`src/rtl/ddrphy_wr_dp.sv`:
```
// DDR PHY write datapath: delays DFI write data by the programmed write latency
// and produces DQ/DM beats, the DQS preamble/toggle/postamble and drive enables.
module ddrphy_wr_dp #(
   parameter int  DQ_WIDTH  = 64,
   parameter int  DM_WIDTH  = DQ_WIDTH/8,
   parameter int  DQS_WIDTH = DQ_WIDTH/8,
   parameter int  MAX_WRLAT = 8,
   localparam int LW        = $clog2(MAX_WRLAT+1)
) (
   input  logic                  clk,
   input  logic                  rst,
   input  logic [LW-1:0]         cfg_wrlat,
   input  logic                  cfg_bl8,
   input  logic                  dfi_wrdata_en,
   input  logic [2*DQ_WIDTH-1:0] dfi_wrdata,
   input  logic [2*DM_WIDTH-1:0] dfi_wrdata_mask,
   output logic [DQ_WIDTH-1:0]   dq_rise,
   output logic [DQ_WIDTH-1:0]   dq_fall,
   output logic [DM_WIDTH-1:0]   dm_rise,
   output logic [DM_WIDTH-1:0]   dm_fall,
   output logic                  dq_oe,
   output logic [DQS_WIDTH-1:0]  dqs_rise,
   output logic [DQS_WIDTH-1:0]  dqs_fall,
   output logic                  dqs_oe,
   output logic [LW-1:0]         wrlat_q,
   output logic                  wr_err,
   input  logic                  wr_err_clr
);

   localparam logic [LW-1:0] WRLAT_MIN = LW'(2);
   localparam logic [LW-1:0] WRLAT_MAX = LW'(MAX_WRLAT);

   typedef enum logic [1:0] {IDLE, PRE, DATA, POST} state_t;

   typedef struct packed {
      logic [DM_WIDTH-1:0] dm_fall;
      logic [DM_WIDTH-1:0] dm_rise;
      logic [DQ_WIDTH-1:0] dq_fall;
      logic [DQ_WIDTH-1:0] dq_rise;
   } beat_t;

   state_t               state_q, state_d;
   beat_t                in_beat, tap_beat;
   logic                 tap_en, look_en, idle;
   logic [LW-1:0]        wrlat_clamp;
   logic                 bl8_q;
   logic [1:0]           burst_cnt;

   // The output register is the last delay stage, so only MAX_WRLAT-1 data
   // stages are kept; the enable pipe keeps all MAX_WRLAT for the idle check.
   logic [MAX_WRLAT-1:0] pipe_en;
   beat_t                pipe_beat [MAX_WRLAT-1];

   assign in_beat = {dfi_wrdata_mask, dfi_wrdata};

   // NOTE: sequential state uses non-blocking assignments so every flop samples
   // pre-edge values; the data pipe is reset too because the outputs must come
   // up clean and the pipe is small enough that this costs little.
   always_ff @(posedge clk or posedge rst) begin
      if (rst) begin
         pipe_en <= '0;
         for (int i = 0; i < MAX_WRLAT-1; i++) pipe_beat[i] <= '0;
      end else begin
         pipe_en      <= {pipe_en[MAX_WRLAT-2:0], dfi_wrdata_en};
         pipe_beat[0] <= in_beat;
         for (int i = 1; i < MAX_WRLAT-1; i++) pipe_beat[i] <= pipe_beat[i-1];
      end
   end

   // NOTE: every always_comb output gets a default first so no latch is inferred.
   always_comb begin
      tap_beat = '0;
      tap_en   = 1'b0;
      look_en  = dfi_wrdata_en;
      for (int i = 0; i < MAX_WRLAT-1; i++) begin
         if (int'(wrlat_q) == i + 2) begin
            tap_beat = pipe_beat[i];
            tap_en   = pipe_en[i];
         end
         if (int'(wrlat_q) == i + 3) look_en = pipe_en[i];
      end
   end

   always_comb begin
      wrlat_clamp = cfg_wrlat;
      if (cfg_wrlat < WRLAT_MIN)      wrlat_clamp = WRLAT_MIN;
      else if (cfg_wrlat > WRLAT_MAX) wrlat_clamp = WRLAT_MAX;
   end

   // Config may only move when nothing is in flight and no postamble is owed.
   assign idle = !dfi_wrdata_en && (pipe_en == '0) && (state_q != DATA);

   always_ff @(posedge clk or posedge rst) begin
      if (rst) begin
         wrlat_q <= WRLAT_MIN;
         bl8_q   <= 1'b0;
      end else if (idle) begin
         wrlat_q <= wrlat_clamp;
         bl8_q   <= cfg_bl8;
      end
   end

   always_comb begin
      state_d = state_q;
      case (state_q)
         IDLE:    if (look_en) state_d = PRE;
         PRE:     state_d = DATA;
         DATA:    if (!tap_en) state_d = POST;
         POST:    state_d = look_en ? PRE : IDLE;
         default: state_d = IDLE;
      endcase
   end

   always_ff @(posedge clk or posedge rst) begin
      if (rst) state_q <= IDLE;
      else     state_q <= state_d;
   end

   // Outputs are registered from the next state so they line up with state_q.
   always_ff @(posedge clk or posedge rst) begin
      if (rst) begin
         dq_rise  <= '0;
         dq_fall  <= '0;
         dm_rise  <= '0;
         dm_fall  <= '0;
         dq_oe    <= 1'b0;
         dqs_rise <= '0;
         dqs_fall <= '0;
         dqs_oe   <= 1'b0;
      end else begin
         dq_oe    <= (state_d == DATA);
         dqs_oe   <= (state_d != IDLE);
         dqs_rise <= (state_d == DATA) ? '1 : '0;
         dqs_fall <= '0;
         if (state_d == DATA) begin
            dq_rise <= tap_beat.dq_rise;
            dq_fall <= tap_beat.dq_fall;
            dm_rise <= tap_beat.dm_rise;
            dm_fall <= tap_beat.dm_fall;
         end else begin
            dq_rise <= '0;
            dq_fall <= '0;
            dm_rise <= '0;
            dm_fall <= '0;
         end
      end
   end

   // Burst framing: count enable cycles modulo the burst length in clk cycles.
   always_ff @(posedge clk or posedge rst) begin
      if (rst) begin
         burst_cnt <= '0;
         wr_err    <= 1'b0;
      end else begin
         if (dfi_wrdata_en) burst_cnt <= bl8_q ? burst_cnt + 2'd1 : {1'b0, ~burst_cnt[0]};
         else               burst_cnt <= '0;
         if (!dfi_wrdata_en && burst_cnt != 2'd0) wr_err <= 1'b1;
         else if (wr_err_clr)                     wr_err <= 1'b0;
      end
   end

endmodule

```
`config.mk`:
```
export PLATFORM = sky130hd
export DESIGN_NAME = ddrphy_wr_dp
export DESIGN_NICKNAME = d
export VERILOG_FILES = /design/src/rtl/ddrphy_wr_dp.sv
export SDC_FILE = /design/constraint.sdc
export NUM_CORES = 2
export LEC_CHECK = 0
export BUFFER_PORTS_ARGS = -buffer_cell sky130_fd_sc_hd__buf_4
export CAP_MARGIN = 20
export CORE_MARGIN = 4
export CORE_UTILIZATION = 30
export DETAILED_ROUTE_END_ITERATION = 10
export PLACE_DENSITY = 0.42
export SLEW_MARGIN = 10
export SYNTH_ARGS = -nofsm -noshare
export SYNTH_HDL_FRONTEND = slang
export SYNTH_SLANG_ARGS = --single-unit
```
`constraint.sdc`:
```
create_clock -name clk -period 110.6 [get_ports clk]
set_input_delay 11.06 -clock clk [delete_from_list [all_inputs] [get_ports clk]]
set_output_delay 11.06 -clock clk [all_outputs]
set_load 0.03 [all_outputs]
```
## Yosys cells after proc, flatten, opt, wreduce, memory -nomap -nowiden

Cells that the tools add are included.

- Output and inout port bits: 167
- Bits of input ports: 153
- Register bits after elaboration: 1180
- Logic and storage cells: 103

- Add/sub/neg operators: 1
- Bitwise logic cells: 1
- Reduce and logical (&&, ||, !) cells: 9
- Order comparisons: 2
- Equal/unequal tests: 13
- Multiplexer cells: 36

Operators by type and width:

| kind | count |
|---|---|
| $mux W144 | 7 |
| $mux W64 | 2 |
| $eq A4 B4 Y1 const B | 6 |
| $mux W8 | 3 |
| $mux W1 | 17 |
| $eq A4 B3 Y1 const B | 2 |
| $logic_not A8 Y1 | 1 |
| $mux W2 | 4 |
| $mux W4 | 2 |
| $pmux W2 S4 | 1 |
| $eq A2 B2 Y1 const B | 3 |
| $reduce_bool A2 Y1 | 3 |
| $gt A4 B4 Y1 const B | 1 |
| $lt A4 B2 Y1 const B | 1 |
| $logic_and A1 B1 Y1 | 3 |
| $add A2 B1 Y2 const B | 1 |
| $eq A2 B1 Y1 const B | 1 |
| $logic_not A2 Y1 | 1 |
| $ne A2 B2 Y1 const B | 1 |
| $logic_not A1 Y1 | 1 |
| $not A1 Y1 | 1 |

## Depth between registers and ports, before layout

- Word-level depth: 12
- Gate-level depth with buffers: 10
- Gate-level depth less buffers: 7

## Worst setup path before layout

No wires, ideal clock.

- Kind: input to register
- From: input port dfi_wrdata_en
- To: register dm_rise[0]
- Cell stages on the path: 7
- Required time: 110520 ps
- Setup time: 80 ps
- Arrival time: 12276 ps
- Path buffers: 2
- Slack: 98243 ps
- Path through: nand2_1 o311ai_2 a2111oi_4 o21ai_2 buf_4 buf_4 nor3_2

- Word-level cells in the longest chain between the ends: 11

Ends and longest elaborated chain:

| item | RTL line | RTL |
|---|---|---|
| from (decl) | 14 | `input logic dfi_wrdata_en,` |
| $mux W1 * (7 in a row) | 80 | `if (int'(wrlat_q) == i + 3) look_en = pipe_en[i];` |
| $mux W1 or $mux W2 (tied branches) | 109, 106 |  |
| $pmux W2 S4 * | 105 | `case (state_q)` |
| $eq A2 B2 Y1 * | 135 | `if (state_d == DATA) begin` |
| $mux W8 * | 135 |  |
| to (signal assigned) | 138 | `dm_rise <= tap_beat.dm_rise;` |
| to (decl) | 19 | `output logic [DM_WIDTH-1:0] dm_rise,` |

Every way passes the cells marked *; elsewhere a longest branch is shown, timed or not.
A chain may end at the register's enable or synchronous reset.

==> summary.md <==
| Metric | Value |
|---|---|
| Run status | finished clean |
| RSZ-0062 raised after global routing | false |
| Final WS setup | 96.96 ns |
| IO Port Bufs | 311 |
| Post-DP HPWL | 64.1 mm |
| Die Ht | 374 µm |
| Req. time, crit path | 111.33 ns |
| Worst Skew | 0.0218 ns |
| Length in cells of the worst reg-to-reg path | 9 |
| Async set or reset register ratio after synthesis | 1.00 |
| Core Box Area | 0.133 mm² |
| Worst R2R End | dq_fall[50] |
| CP Max Fanout | 114 |
| Most common cell after layout, fill and taps aside | dfrtp_1 |
| Clock Path Buffers | 3 |
| HP Class | reg -> reg |
| Syn Area/Cell | 13.9 µm² |
| Fin. max-slew vios | 0 |
| Global route overflow | 0 |
| Die Wd | 374 µm |
| Largest net degree at the start of global routing | 180 |
| Leakage power | 0.0206 µW |
| Placed Cells | 4779 |
| Hold_sp | pipe_beat[184] |
| CTS Sinks | 1172 |
| Vias in the first global route | 27400 |
| Gr usage total | 0.170 |
| Max Fclk | 73.3 MHz |
| Post-route insts no fill | 5016 |
| H-tree Lvls | 4 |
| Post-synth EDFFs | 0 |
| RePlAce Congestion | 0.740 |
| Commonest non-fill, non-tap cells in the layout | dfrtp_1, buf_4, a21oi_1, o21ai_0, nand2_1 |
| WL final | 119 mm |
| Pre-CTS setup slack | 95.83 ns |
| Final Hold Fails | 0 |
| RR Startpoint | wrlat_q[1] |
| WHS | 0.354 ns |
| Ys flop type | dfrtp_1 |
| Final setup TNS | 0 ns |
| Initial core utilization | 0.302 |
| Critical Path AT | 14.37 ns |
| Final #Nets | 3307 |
| Netlist Area Pre-Place | 0.0403 mm² |
| Initial DRC Count | 2045 |
| TritonRoute pass-1 iters | 6 |
| Synth warn | 0 |
| PD cells | 22.4 mW/mm² |
| Share of cells above drive strength 1 | 0.226 |
| Area growth syn-to-layout | 20.4% |
| Worst slew pin tran | 1.13 ns |
| Final setup vio count | 0 |
| Post-CTS resize count | 0 |
| CTS buffer count | 134 |
| Die area | 0.140 mm² |
| Capturing element type of the critical path | asynchronous set/reset pin |
| Initial antenna violation count | 5 |
| Startpoint Class | input port |
| I/O Pins | 320 |
| Syn Inst Count | 2897 |
| Final ANT Viol Nets | 0 |
| Flop2flop setup slack | 106.05 ns |
| Wirelength per Cell | 23.8 µm |
| CTS Root Cell | clkbuf_16 |
| Std-Cell Rows | 134 |
| Via Count | 24900 |
| Worst vdd ir | 49.1 µV |
| Hold endpoint | pipe_beat[40] |
| Drc violations | 0 |
| Pwr Total | 1090 µW |
| Vias per inst | 4.97 |
| Slew headroom | 0.245 |
| Synth Register Bits | 1172 |
| Tmin final | 13.64 ns |
| Share of the clock period used by the worst path | 0.123 |
| Clk pin slew, worst setup/hold paths | 0.05 ns |
| Worst hold stages | 0 |
| CTS Hold Buffers Added | 0 |
| CP Class | in -> async |
| Skew-Pair Late Insertion Delay | 0.74 ns |
| Sequential fraction of the synthesis area | 0.728 |
| Post-synthesis cell type count | 60 |
| Setup bufs post-CTS | 0 |
| First-pass GRT wire length | 181 mm |
| Max_cap viols | 0 |
| CTS tree | built |
==> cell usage after synthesis (2+ instances only) <==
| cell | number | area share |
|---|---|---|
| a221oi_1 | 8 | 0.0017 |
| o21ai_1 | 2 | 0.00025 |
| nor3_2 | 49 | 0.012 |
| o21ai_0 | 169 | 0.021 |
| o221ai_1 | 29 | 0.0063 |
| nor2b_1 | 39 | 0.0061 |
| nand2_1 | 163 | 0.015 |
| a211oi_1 | 29 | 0.0054 |
| nand4b_1 | 2 | 0.00044 |
| a21oi_1 | 303 | 0.038 |
| mux2i_1 | 78 | 0.019 |
| buf_6 | 6 | 0.0017 |
| a221o_1 | 2 | 0.00050 |
| nor3b_1 | 2 | 0.00037 |
| nand2b_1 | 35 | 0.0054 |
| a22oi_1 | 59 | 0.011 |
| and3b_1 | 2 | 0.00044 |
| a221oi_2 | 3 | 0.0011 |
| nor2_1 | 37 | 0.0034 |
| nand3_1 | 3 | 0.00037 |
| and3_1 | 2 | 0.00031 |
| buf_4 | 35 | 0.0065 |
| dfrtp_1 | 1171 | 0.73 |
| a222oi_1 | 75 | 0.019 |
| mux4_2 | 8 | 0.0045 |
| buf_1 | 7 | 0.00065 |
| o22ai_1 | 61 | 0.0095 |
| and2_1 | 10 | 0.0016 |
| clkbuf_1 | 96 | 0.0089 |
| buf_2 | 104 | 0.013 |
| nor4_2 | 9 | 0.0028 |
| ha_1 | 4 | 0.0012 |
| o311ai_2 | 2 | 0.00081 |
| o21a_1 | 30 | 0.0056 |
| a22o_1 | 9 | 0.0020 |
| a31oi_1 | 30 | 0.0047 |
| mux2_2 | 77 | 0.022 |
| nor4_1 | 22 | 0.0034 |
| inv_1 | 38 | 0.0035 |
| nor3_1 | 67 | 0.0083 |
==> routing by layer <==
metal,part of all wire,up-vias,global-route usage
met1,0.43,13200,0.222
li1,-,10900,-
met4,0.030,6,0.0629
met3,0.061,182,0.0408
met2,0.48,727,0.275
met5,0.00031,-,0
==> cells by family after synthesis <==
logic type | after synthesis | synth area share
buf+inv | 287 | 0.0344
fa+ha+maj | 4 | 0.00124
compound gates | 818 | 0.128
mux | 164 | 0.0457
flops | 1172 | 0.728
simple gates | 451 | 0.0624
other cells | 1 | 0.0000931
==> how the worst max path moves through the flow <==
stage / start / to / slack [ns] / depth (start not counted)
3_3_place_gp: rst / dq_rise[39] / 96.03 / 5
3_5_place_dp: rst / pipe_beat[759] / 95.83 / 5
2_1_floorplan: rst / bl8_q / 66.53 / 1
4_1_cts: rst / pipe_beat[469] / 96.63 / 5
5_1_grt: rst / dq_fall[2] / 96.44 / 5
6_report: rst / pipe_beat[353] / 96.96 / 5
==> worst max-delay path, stage by stage <==
cell   delay (ns)
buf_4        0.13
inv_8        0.48
buf_4        0.83
buf_4        0.71
buf_4        0.86
==> registers in the layout (all words and copies together), names as in the netlist, 2 cells and up <==
signal     cells
burst_cnt      2
dm_fall        8
dm_rise        8
dq_fall       64
dq_rise       64
pipe_beat   1008
pipe_en        8
state_q        2
wrlat_q        4
==> area by class of cell <==
cell class	instances	area (µm²)
Clock buffer	206	4040
Antenna cell	2	5.00
Tap cell	1768	2210
Clock inverter	26	225
Sequential cell	1172	29300
Fill cell	12900	85000
Inverter	39	156
Multi-Input combinational cell	1445	9690
Timing Repair Buffer	358	2810
==> through the flow <==
stage               cell area, µm²   util
floorplan                    40300      -
global placement             44100  0.331
detailed placement           44100  0.331
CTS                          48400  0.363
global route                 48500  0.363
finish                       48500  0.363
==> report_power, final <==
| group | switching, µW | internal, µW |
|---|---|---|
| logic | 134 | 48.3 |
| clock network | 175 | 253 |
| registers | 18.7 | 458 |
(Power assumes the default switching activity.)
